--- config.mk ---
export PLATFORM = sky130hd
export DESIGN_NAME = io_input_cond
export DESIGN_NICKNAME = d
export VERILOG_FILES = /design/src/rtl/io_input_cond_pkg.sv /design/src/rtl/io_debounce_ch.sv /design/src/rtl/io_input_cond.sv
export SDC_FILE = /design/constraint.sdc
export NUM_CORES = 1
export LEC_CHECK = 0
export BUFFER_PORTS_ARGS = -buffer_cell sky130_fd_sc_hd__clkbuf_2
export CAP_MARGIN = 10
export CORE_MARGIN = 10
export CORE_UTILIZATION = 50
export DETAILED_ROUTE_END_ITERATION = 8
export GPL_TIMING_DRIVEN = 1
export PLACE_DENSITY = 0.71
export SYNTH_ARGS = -nofsm -noshare
export SYNTH_HDL_FRONTEND = slang
export SYNTH_HIERARCHICAL = 1
export SYNTH_SLANG_ARGS = --single-unit
--- constraint.sdc ---
create_clock -name clock -period 1.65 [get_ports clock]
set_clock_uncertainty 0.05 [all_clocks]
set_input_delay 0.2475 -clock clock [delete_from_list [all_inputs] [get_ports clock]]
set_output_delay 0.2475 -clock clock [all_outputs]
set_load 0.01 [all_outputs]
--- src/rtl/io_input_cond_pkg.sv ---
// Shared IO constants and the per-channel debounce action encoding.
package io_input_cond_pkg;
  localparam int IO_WIDTH           = 6;
  localparam int IO_DEBOUNCE_CYCLES = 4;
  localparam int IO_NUM_CH          = 3;

  typedef enum logic [1:0] {
    DB_IDLE,
    DB_LOAD,
    DB_COUNT,
    DB_ACCEPT
  } db_act_e;

  function automatic int cnt_width(input int cycles);
    return $clog2(cycles) + 1;
  endfunction
endpackage

--- src/rtl/io_debounce_ch.sv ---
// One switch channel: two-flop synchronizer, candidate/stable registers and
// a stability counter; chg pulses for one cycle when the stable value moves.
module io_debounce_ch
  import io_input_cond_pkg::*;
#(
  parameter int WIDTH           = IO_WIDTH,
  parameter int DEBOUNCE_CYCLES = IO_DEBOUNCE_CYCLES
) (
  input  logic             clock,
  input  logic             resetn,
  input  logic [WIDTH-1:0] sw,
  output logic [WIDTH-1:0] q,
  output logic             chg
);
  localparam int            CW       = cnt_width(DEBOUNCE_CYCLES);
  localparam logic [CW-1:0] CNT_LAST = CW'(DEBOUNCE_CYCLES - 1);

  logic [WIDTH-1:0] s1, s2, cand, stab;
  logic [CW-1:0]    cnt;
  db_act_e          act;

  // Any movement of the synchronized level restarts the count.
  always_comb begin
    act = DB_IDLE;
    if (s2 != cand)        act = DB_LOAD;
    else if (cand != stab) act = (cnt == CNT_LAST) ? DB_ACCEPT : DB_COUNT;
  end

  always_ff @(posedge clock or negedge resetn) begin
    if (!resetn) begin
      s1   <= '0;
      s2   <= '0;
      cand <= '0;
      stab <= '0;
      cnt  <= '0;
      chg  <= 1'b0;
    end else begin
      s1  <= sw;
      s2  <= s1;
      chg <= 1'b0;
      case (act)
        DB_LOAD: begin
          cand <= s2;
          cnt  <= '0;
        end
        DB_COUNT: cnt <= cnt + CW'(1);
        DB_ACCEPT: begin
          stab <= cand;
          cnt  <= '0;
          chg  <= 1'b1;
        end
        DB_IDLE: cnt <= '0;
        default: cnt <= '0;
      endcase
    end
  end

  assign q = stab;
endmodule

--- src/rtl/io_input_cond.sv ---
// Debounced conditioning of three board switch banks feeding the CPU input
// ports; chg/any_chg flag a new debounced value.
module io_input_cond
  import io_input_cond_pkg::*;
#(
  parameter int WIDTH           = IO_WIDTH,
  parameter int DEBOUNCE_CYCLES = IO_DEBOUNCE_CYCLES
) (
  input  logic             clock,
  input  logic             resetn,
  input  logic [WIDTH-1:0] sw0,
  input  logic [WIDTH-1:0] sw1,
  input  logic [WIDTH-1:0] sw2,
  output logic [WIDTH-1:0] in_port0,
  output logic [WIDTH-1:0] in_port1,
  output logic [WIDTH-1:0] in_port2,
  output logic [2:0]       chg,
  output logic             any_chg
);
  logic [IO_NUM_CH-1:0][WIDTH-1:0] sw_v, q_v;

  assign sw_v = {sw2, sw1, sw0};

  io_debounce_ch #(
    .WIDTH          (WIDTH),
    .DEBOUNCE_CYCLES(DEBOUNCE_CYCLES)
  ) u_ch [IO_NUM_CH-1:0] (
    .clock (clock),
    .resetn(resetn),
    .sw    (sw_v),
    .q     (q_v),
    .chg   (chg)
  );

  assign in_port0 = q_v[0];
  assign in_port1 = q_v[1];
  assign in_port2 = q_v[2];
  // OR of registered pulses only; nothing from sw reaches an output combinationally.
  assign any_chg  = |chg;
endmodule

==> qor.yml <==
h-tree-depth: 3
syn2layout_area_growth_pct: 26.7
outcome: "finished with violations"
place.gp.congestion: 0.746
critPathMaxStageDelay_ns: 0.40
comb_power_share_pct: 5.7
globalRouteTotalUtil_pct: 10.3
initial_core_util_pct: 51.8
via_count: 1651
use_met2_pct: 15.8
worst_pin_slew_ns: 0.352
p_switching_uw: 897
power.density_nw_per_um2: 962
ys_seq_area_share_pct: 68.2
grt_util_met3_pct: 5.66
antenna_found_initial: 0
grt_max_degree: 41
worst_setup_path_start_kind: "flip-flop"
setup_ws_ns: -0.0974
port_buffers: 41
synthesis.area_sq_um: 3080
instances_no_fill: 358
nets: 304
violations: "negative setup slack"
maxSlewViolCount: 0
place_inst: 309
routed_wl_um: 4720
drc: 0
hp-class: "primary input to asynchronous set/reset pin"
p_clk_share_pct: 36.6
tns_ns: -1.33
period_needed_ns: 1.75
vias_per_cell: 4.61
fin_util_pct: 65.6
worstPathCellList: "xor2_1 -> nor4_2 -> o211a_1 -> buf_6 -> mux2_4"
crit_path_start: "u_ch[0]/s2[1]"
coreArea_sq_um: 5960
slowest_stage: "dfrtp_1"
synth_cell_types: 17
pin_count: 42
cts.sinks: 84
ys_warn_count: 6
crit_required_ns: 1.83
die_w_um: 98.5
clkTransAtPathRegs_ns: 0.09
seq_power_share_pct: 57.7
leakagePower_uw: 0.00190
p_int_uw: 2860
worstSkewPairLatency_ns: 0.35
post_drt_wl_per_cell_um: 13.2
ir_worst_vdd_mv: 0.670
overflow: 0
synth_area_per_cell_sq_um: 15.3
synthCells: 202
max_freq_mhz: 572
syn_nets: 228
met1_usage_pct: 11.7
max_slew_margin_pct: 76.5
crit_buf_inv: 1
rows: 28
cts_inserted_buffers: 9
cp-end-kind: "flip-flop"
clockBufferDepth: 2
swShare_pct: 23.9
first_global_vias: 1689
r2r-start: "u_ch[0]/s2[1]"
cpLargestDelayFamily: "flip-flops"
die_area_sq_um: 9710
first_pass_iters: 3
setup_viol: 18
dp_hpwl_um: 3220
critPathMaxFanout: 4
ant_nets: 0
n_antenna_cell: 0
die_height_um: 98.5
rsz0062_at_grt: "yes"
hold_violations: 0
drive_above_1_share_pct: 37.1
dr.first_iter.drc_count: 18
cts_tree: "built"
ys_ff_latch: 84
busiest_layer: "met2"
worst-setup-path-type: "flip-flop to flip-flop"
drv_cap: 0
period_share_pct: 106
clock-root-buffer: "clkbuf_8"
grt_pass1_wl_um: 7960
critical_path_arrival_ns: 1.93
==> sequential cells by signal (all words and copies together) (netlist names) <==
signal,flops
u_ch/s1,18
u_ch/s2,18
u_ch/q,18
u_ch/chg,3
u_ch/cand,18
u_ch/cnt,9
==> path summary, 6_finish.rpt <==
check                           endpoint  slack, ns  cells after the start
max                         u_ch[0]/q[4]       -0.1                      5
min                        u_ch[2]/s2[3]       0.30                      2
max reg2reg                 u_ch[0]/q[4]       -0.1                      5
min reg2reg                u_ch[1]/s2[5]       0.30                      0
max in group asynchronous   u_ch[0]/q[1]       0.69                      3
min in group clock         u_ch[1]/s2[5]       0.30                      0
==> power by group through the flow <==
stage / logic [uW] / registers, uW / clock network [uW]
detailed placement: 160 / 2210 / 0
CTS: 217 / 2170 / 1440
global placement: 158 / 2210 / 0
finish: 216 / 2170 / 1380
global route: 242 / 2180 / 1530
floorplan: 80.3 / 2200 / 0
==> layout by cell type, fill, tap and decap left out, drive strengths merged <==
cell | Yosys | layout
buf | 3 | 27
clkbuf | 18 | 50
clkinv | 0 | 2
dfrtp | 84 | 84
dlygate4sd3 | 0 | 19
ha | 6 | 6
inv | 6 | 10
mux2 | 18 | 18
nand2 | 3 | 3
nand4 | 3 | 3
nor2 | 9 | 9
nor3 | 3 | 3
nor3b | 3 | 3
nor4 | 3 | 3
o211a | 3 | 3
o211ai | 3 | 3
or3 | 1 | 1
xnor2 | 18 | 18
xor2 | 18 | 18
==> cells by family (layout without fill, tap and decap cells) <==
group	Yosys count	after routing	share of synthesized area (%)
flip-flops	84	84	68.2
XOR/XNOR	36	36	10.2
buffers and inverters	27	108	4.02
AND/OR/NAND/NOR	25	25	4.71
multiplexers	18	18	8.76
adder cells (fa/ha/maj)	6	6	2.43
AO/OA/AOI/OAI	6	6	1.70
==> cell type report <==
| class | instances | area, sq um |
|---|---|---|
| timing repair buffer | 86 | 633 |
| multi-input combinational | 91 | 863 |
| sequential | 84 | 2100 |
| clock inverter | 6 | 55.1 |
| inverter | 6 | 22.5 |
| clock buffer | 10 | 138 |
| tap | 75 | 93.8 |
| fill | 452 | 2050 |
==> stage by stage <==
stage | hold slack, ns | cell area, sq um | power, uW | setup slack (ns)
after detailed placement | 0.141 | 3400 | 2370 | -0.0825
after floorplan | -0.0981 | 3080 | 2280 | 0.0182
final | 0.297 | 3910 | 3760 | -0.0974
after global placement | 0.136 | 3400 | 2370 | -0.0576
after global routing | 0.312 | 3910 | 3950 | -0.162
after CTS | 0.302 | 3890 | 3830 | -0.0986
==> cell usage after synthesis <==
cell | count | area share (%)
buf_6 | 3 | 1.1
clkbuf_1 | 18 | 2.2
dfrtp_1 | 84 | 68
ha_1 | 6 | 2.4
inv_1 | 6 | 0.73
mux2_4 | 18 | 8.8
nand2_1 | 3 | 0.37
nand4_1 | 3 | 0.61
nor2_1 | 9 | 1.1
nor3_1 | 3 | 0.49
nor3b_1 | 3 | 0.73
nor4_2 | 3 | 1.2
o211a_1 | 3 | 0.97
o211ai_1 | 3 | 0.73
or3_1 | 1 | 0.20
xnor2_1 | 18 | 5.1
xor2_1 | 18 | 5.1
==> layer usage <==
layer	vias up	routed length, um
met1	802	2030
met4	0	71
li1	805	-
met3	7	305
met5	-	0
met2	37	2320
==> repair_timing <==
item	4_1_cts	5_1_grt
setup buffers	12	5
setup endpoints to repair	18	21
pin swaps	7	6
gates resized for setup	5	0
hold endpoints to repair	43	0
hold buffers	19	0
Power figures use the tool's default switching activity.
